**src/rtl/load_store_unit.sv**
```systemverilog
// load_store_unit -- memory-access stage of the RV32I core.
//
// Takes the ALU result as the effective address and runs one request/ack
// transaction on the data bus per accepted access.
//   - Loads return aligned, sign- or zero-extended data on wb_*.
//   - Stores drive byte strobes and lane-replicated data on mem_*.
//   - Illegal width codes, misaligned accesses (optional trap), bus errors and
//     bus timeouts are reported as one-cycle exceptions on exc_*.
//
// Optional build macro: LSU_MISALIGN_TRAP_EN
//   defined   : misaligned LH/LHU/SH/LW/SW trap (cause 4/6) without a bus access
//   undefined : misaligned addresses are force-aligned and the access proceeds
//
// Ports
//   clk, rst_n                  clock, async active-low reset
//   lsu_valid/lsu_ready         request handshake from execute
//   lsu_is_store, lsu_funct3,
//   lsu_addr, lsu_wdata, lsu_rd request payload
//   mem_req/we/addr/wstrb/wdata data-bus request, held until mem_ack/mem_err
//   mem_rdata, mem_ack, mem_err data-bus response
//   wb_valid/we/rd/data         one-cycle completion to writeback
//   exc_valid/cause/tval        one-cycle precise exception
module load_store_unit #(
   parameter int unsigned TIMEOUT_CYCLES = 255
) (
   input  logic        clk,
   input  logic        rst_n,
   input  logic        lsu_valid,
   output logic        lsu_ready,
   input  logic        lsu_is_store,
   input  logic [2:0]  lsu_funct3,
   input  logic [31:0] lsu_addr,
   input  logic [31:0] lsu_wdata,
   input  logic [4:0]  lsu_rd,
   output logic        mem_req,
   output logic        mem_we,
   output logic [31:0] mem_addr,
   output logic [3:0]  mem_wstrb,
   output logic [31:0] mem_wdata,
   input  logic [31:0] mem_rdata,
   input  logic        mem_ack,
   input  logic        mem_err,
   output logic        wb_valid,
   output logic        wb_we,
   output logic [4:0]  wb_rd,
   output logic [31:0] wb_data,
   output logic        exc_valid,
   output logic [3:0]  exc_cause,
   output logic [31:0] exc_tval
);

   typedef enum logic [1:0] {IDLE, BUS, DONE} state_t;

   localparam int unsigned CW = (TIMEOUT_CYCLES > 1) ? $clog2(TIMEOUT_CYCLES + 1) : 1;

   state_t state_q, state_d;

   // Latched request
   logic        is_store_q;
   logic [2:0]  funct3_q;
   logic [1:0]  off_q;      // byte offset actually used (after any force-align)
   logic [31:0] addr_q;     // original address, reported as tval
   logic [4:0]  rd_q;
   logic [CW-1:0] tmo_cnt;

   // Request decode
   logic        accept;
   logic        illegal;
   logic        misal_trap;
   logic [1:0]  off_in;
   logic [3:0]  strb_in;
   logic [31:0] wdata_in;

   assign lsu_ready = (state_q == IDLE);
   assign accept    = lsu_valid && lsu_ready;

   always_comb begin
      illegal = lsu_is_store ? (lsu_funct3 > 3'b010)
                             : (lsu_funct3 == 3'b011 || lsu_funct3[2:1] == 2'b11);
`ifdef LSU_MISALIGN_TRAP_EN
      misal_trap = (lsu_funct3[1:0] == 2'b01 && lsu_addr[0]) ||
                   (lsu_funct3[1:0] == 2'b10 && lsu_addr[1:0] != 2'b00);
`else
      misal_trap = 1'b0;
`endif
      // Force-aligned offset; identical to addr[1:0] whenever the access is aligned.
      case (lsu_funct3[1:0])
         2'b00:   off_in = lsu_addr[1:0];
         2'b01:   off_in = {lsu_addr[1], 1'b0};
         default: off_in = 2'b00;
      endcase
      case (lsu_funct3[1:0])
         2'b00:   begin strb_in = 4'b0001 << off_in; wdata_in = {4{lsu_wdata[7:0]}};  end
         2'b01:   begin strb_in = 4'b0011 << off_in; wdata_in = {2{lsu_wdata[15:0]}}; end
         default: begin strb_in = 4'b1111;           wdata_in = lsu_wdata;            end
      endcase
   end

   // Load extraction from the returned word
   logic [31:0] lane;
   logic [31:0] ld_data;
   always_comb begin
      lane = mem_rdata >> {off_q, 3'b000};
      case (funct3_q)
         3'b000:  ld_data = {{24{lane[7]}},  lane[7:0]};
         3'b001:  ld_data = {{16{lane[15]}}, lane[15:0]};
         3'b100:  ld_data = {24'd0, lane[7:0]};
         3'b101:  ld_data = {16'd0, lane[15:0]};
         default: ld_data = lane;
      endcase
   end

   logic tmo_hit;
   assign tmo_hit = (TIMEOUT_CYCLES != 0) && (32'(tmo_cnt) == TIMEOUT_CYCLES - 1);

   // Next-state
   always_comb begin
      state_d = state_q;
      case (state_q)
         IDLE: if (accept) state_d = (illegal || misal_trap) ? DONE : BUS;
         BUS:  if (mem_err || mem_ack || tmo_hit) state_d = DONE;
         DONE: state_d = IDLE;
         default: state_d = IDLE;
      endcase
   end

   always_ff @(posedge clk or negedge rst_n) begin
      if (!rst_n) state_q <= IDLE;
      else        state_q <= state_d;
   end

   // Datapath and registered outputs
   always_ff @(posedge clk or negedge rst_n) begin
      if (!rst_n) begin
         is_store_q <= 1'b0;
         funct3_q   <= 3'd0;
         off_q      <= 2'd0;
         addr_q     <= 32'd0;
         rd_q       <= 5'd0;
         tmo_cnt    <= '0;
         mem_req    <= 1'b0;
         mem_we     <= 1'b0;
         mem_addr   <= 32'd0;
         mem_wstrb  <= 4'd0;
         mem_wdata  <= 32'd0;
         wb_valid   <= 1'b0;
         wb_we      <= 1'b0;
         wb_rd      <= 5'd0;
         wb_data    <= 32'd0;
         exc_valid  <= 1'b0;
         exc_cause  <= 4'd0;
         exc_tval   <= 32'd0;
      end else begin
         case (state_q)
            IDLE: if (accept) begin
               is_store_q <= lsu_is_store;
               funct3_q   <= lsu_funct3;
               off_q      <= off_in;
               addr_q     <= lsu_addr;
               rd_q       <= lsu_rd;
               tmo_cnt    <= '0;
               if (illegal) begin
                  exc_valid <= 1'b1;
                  exc_cause <= 4'd2;
                  exc_tval  <= 32'd0;
               end else if (misal_trap) begin
                  exc_valid <= 1'b1;
                  exc_cause <= lsu_is_store ? 4'd6 : 4'd4;
                  exc_tval  <= lsu_addr;
               end else begin
                  mem_req   <= 1'b1;
                  mem_we    <= lsu_is_store;
                  mem_addr  <= {lsu_addr[31:2], 2'b00};
                  mem_wstrb <= lsu_is_store ? strb_in  : 4'd0;
                  mem_wdata <= lsu_is_store ? wdata_in : 32'd0;
               end
            end
            BUS: begin
               // Error has priority over a simultaneous ack.
               if (mem_err || (!mem_ack && tmo_hit)) begin
                  mem_req   <= 1'b0;
                  exc_valid <= 1'b1;
                  exc_cause <= is_store_q ? 4'd7 : 4'd5;
                  exc_tval  <= addr_q;
               end else if (mem_ack) begin
                  mem_req  <= 1'b0;
                  wb_valid <= 1'b1;
                  wb_we    <= !is_store_q && (rd_q != 5'd0);
                  wb_rd    <= rd_q;
                  wb_data  <= is_store_q ? 32'd0 : ld_data;
               end else if (tmo_cnt != '1) begin
                  tmo_cnt <= tmo_cnt + 1'b1;
               end
            end
            DONE: begin
               mem_req   <= 1'b0;
               mem_we    <= 1'b0;
               mem_addr  <= 32'd0;
               mem_wstrb <= 4'd0;
               mem_wdata <= 32'd0;
               wb_valid  <= 1'b0;
               wb_we     <= 1'b0;
               wb_rd     <= 5'd0;
               wb_data   <= 32'd0;
               exc_valid <= 1'b0;
               exc_cause <= 4'd0;
               exc_tval  <= 32'd0;
            end
            default: ;
         endcase
      end
   end

endmodule

```
**config.mk**
```make
export PLATFORM = sky130hd
export DESIGN_NAME = load_store_unit
export DESIGN_NICKNAME = d
export VERILOG_FILES = /design/src/rtl/load_store_unit.sv
export SDC_FILE = /design/constraint.sdc
export NUM_CORES = 1
export LEC_CHECK = 0
export CAP_MARGIN = 20
export CORE_MARGIN = 3
export CORE_UTILIZATION = 28
export DETAILED_ROUTE_END_ITERATION = 8
export SLEW_MARGIN = 40
export SYNTH_ARGS = -nofsm -noshare
export SYNTH_HDL_FRONTEND = slang
export SYNTH_SLANG_ARGS = --single-unit
```
**constraint.sdc**
```tcl
create_clock -name clk -period 1.9 [get_ports clk]
set_input_delay 0.19 -clock clk [delete_from_list [all_inputs] [get_ports clk]]
set_output_delay 0.19 -clock clk [all_outputs]
set_load 0.01 [all_outputs]
```
==> results by group <==
Run status
  • Status: finished with violations
  • Failing checks: negative setup slack

Timing
  • Skew final: 0.01160 ns
  • Final setup TNS: -0.1152 ns
  • RSZ-0062 raised after global routing: true
  • Hold Violations, Final: 0
  • Max Fclk: 516.0 MHz
  • Post-route worst setup slack: -0.03816 ns
  • Crit share post-route: 102.0%
  • Worst Max-Slew Pin Slew: 0.5202 ns
  • Rel. slew slack: 65.17%
  • Fin crit period: 1.938 ns
  • Slew Limit Fails: 0
  • Final setup fails: 5

Die
  • Initial Utilization: 28.46%
  • FP Rows: 65
  • Die Footprint: 34350 um^2
  • Core area: 31640 um^2
  • Die Y-Extent: 185.3 um
  • Ports: 257
  • Die width: 185.3 um

GRT
  • Initial antenna violation count: 0
  • Vias in the first global route: 7589
  • Congestion Overflow GR: 0
  • First-pass GRT wire length: 42440 um
  • Total GRT Usage: 15.81%
  • Largest net degree at the start of global routing: 47

Critical path
  • Worst R2R Start: state_q[0]
  • Critical path endpoint category: flop
  • Crit path DAT: 2.29 ns
  • Critical path class: flop to flop
  • Max FO, Critical Path: 6
  • CP startpoint kind: flop
  • WP data required: 2.25 ns
  • Worst Setup SP: state_q[0]

Power and ir drop
  • Peak VDD IR: 548.0 uV
  • Total internal power: 11.46 mW
  • Logic gate share of total power: 44.6%
  • Clock share of power: 20.1%
  • Leakage power: 5.673 nW
  • PD cells: 1326 nW/um^2
  • Sequential fraction of design power: 35.2%
  • Final Power: 17.59 mW
  • NetSw: 6.130 mW
  • Sw Ratio: 34.84%

Detailed routing
  • Drt drc: 0
  • Via-per-instance ratio: 4.712
  • DR WL/cell: 17.72 um
  • Vias post-DR: 7308
  • Detail Route Antenna Nets: 0
  • Post-Route WL: 27480 um
  • DR pass1 iterations: 4
  • DR iter-0 viols: 335

Clocking
  • CTS tree: built
  • Clock Tree Root: clkbuf_16
  • H-tree levels: 4
  • TritonCTS Buffers: 17
  • Reg clk slew, reported paths: 0.07 ns
  • Clock Latency Late Sink: 0.43 ns
  • Max Root-Sink Buffers: 2
  • Clock Sinks: 195

Finish
  • P&R area growth vs syn: 47.39%
  • Filler Cell Count: 3062
  • Non-filler cells, final: 1551
  • Reg area: 4880 um^2
  • Antenna diodes: 0
  • Share of layout cells above drive strength 1: 16.28%
  • Area of the multi-input gates: 3841 um^2
  • Nets: 1253
  • Finished Core Util: 41.95%

Synthesis
  • Gate Count Post-Synth: 842
  • Number of synthesized flops with an enable pin: 0
  • Syn avg cell area: 10.69 um^2
  • Synth top area cells: dfrtp_1 (54%), mux2i_1 (8.2%), mux2_2 (6.4%)
  • Synthesized flop and latch total: 195
  • Sequential-to-total area share from yosys stat: 54.19%
  • Synth cell types: 55
  • Post-Syn Area: 9005 um^2
  • Post-synth top area share: 54.19%
  • Post-synth top flop: dfrtp_1
  • Yosys warning count: 0
  • Synth area leader: dfrtp_1
  • Async set-reset flop share out of synthesis: 100.0%

Worst hold path
  • HP Start: lsu_funct3[1]
  • Worst hold path class: primary input to flop

Place
  • DP HPWL: 19700 um
  • Port buffer count: 253
  • Placed insts: 1510
  • Place WS: -0.1430 ns
  • Placer congestion estimate: 0.7907

Flow run
  • Max Cap Violations: 0
==> power groups by stage <==
stage	sequential (mW)	clock, mW	combinational (mW)
detailed placement	6.28	0	7.64
CTS	6.22	3.67	7.74
finish	6.20	3.54	7.85
floorplan	6.53	0	3.49
global placement	6.25	0	7.55
global route	6.39	3.85	8.60
==> placed cells by master, fill, tap and decap left out, types with 6 or more instances in the layout <==
cell | Yosys | layout
o21ai_0 | 98 | 83
nand3b_1 | 9 | 9
nor2_1 | 23 | 23
nand3_1 | 6 | 6
a22o_1 | 8 | 8
o21ai_1 | 0 | 15
mux2_2 | 51 | 51
nand2_1 | 132 | 130
clkdlybuf4s50_1 | 0 | 250
a21oi_1 | 28 | 27
buf_4 | 5 | 54
dfrtp_1 | 195 | 195
nand2b_1 | 40 | 39
inv_1 | 42 | 41
buf_6 | 3 | 6
clkbuf_16 | 0 | 18
buf_12 | 0 | 15
mux2i_1 | 74 | 74
a221o_1 | 16 | 16
==> worst max-delay path, cell delays in order (launching register included) <==
cell,delay (ns)
dfrtp_1,0.41
buf_6,0.13
ha_4,0.17
buf_6,0.12
a211o_4,0.37
or4_1,0.53
a21oi_2,0.13
==> area by class of cell <==
cell class                      instances  area share [%]
Clock inverter                         10          0.7447
Sequential cell                       195           36.76
Inverter                               42           1.188
Multi-Input combinational cell        550           28.94
Tap cell                              402           3.790
Clock buffer                           22           3.422
Timing Repair Buffer                  330           25.15
==> what timing repair did <==
item / in CTS / in global routing
endpoints found under the hold margin: 41 / 0
gates resized for setup: 9 / 33
gates cloned: 1 / 1
setup buffers: 1 / 5
endpoints found under the setup margin: 60 / 102
hold buffers: 1 / 0
pin swaps: 2 / 3
==> final timing paths <==
kind,endpoint,cells past startpoint,slack [ns]
min in group asynchronous,wb_rd[2],2,0.28
max in group asynchronous,addr_q[0],3,1.01
min,funct3_q[1],2,0.16
max reg2reg,tmo_cnt[3],6,-0.04
min reg2reg,mem_wstrb[1],2,0.48
max,tmo_cnt[3],6,-0.04
==> flip-flops by register name, indices dropped and copies added (netlist names), 4 cells and up <==
name,flops
addr_q,32
exc_tval,32
mem_wdata,32
wb_data,32
mem_addr,30
tmo_cnt,8
rd_q,5
wb_rd,5
mem_wstrb,4
==> metrics by stage <==
stage | cell area, um^2 | hold slack [ns]
CTS | 13140 | 0.1390
finish | 13270 | 0.1611
floorplan | 9034 | -0.1056
global placement | 12520 | 0.1807
detailed placement | 12520 | 0.1839
global route | 13270 | 0.1529
==> layer usage <==
| metal | routed length, um | vias up | global-route usage [%] | part of all wire [%] |
|---|---|---|---|---|
| met5 | 0 | - | 0 | 0 |
| met4 | 167 | 0 | 2.911 | 0.61 |
| met3 | 2161 | 11 | 5.617 | 7.9 |
| met2 | 13160 | 205 | 26.30 | 48 |
| met1 | 11990 | 3589 | 20.09 | 44 |
| li1 | - | 3503 | - | - |
==> logic make-up (layout without fill, tap and decap cells) <==
group           count (synthesis)  in the layout  synth area share [%]
simple gates                  235            235                 12.70
other cells                     1              3               0.04164
fa+ha+maj                       7              7                0.9726
compound gates                178            179                 12.44
buf+inv                       100            404                 4.808
mux                           126            126                 14.85
flops                         195            195                 54.19
==> cell usage after synthesis, drive strengths merged (5+ instances only) <==
master / count
a21oi: 28
nor2: 24
o21ai: 98
nand2b: 40
nand2: 133
or4: 5
a22o: 8
nand3b: 9
mux2i: 74
inv: 42
nand3: 6
a221o: 16
ha: 7
clkbuf: 32
mux2: 51
buf: 26
dfrtp: 195
Power figures use the tool's default switching activity.
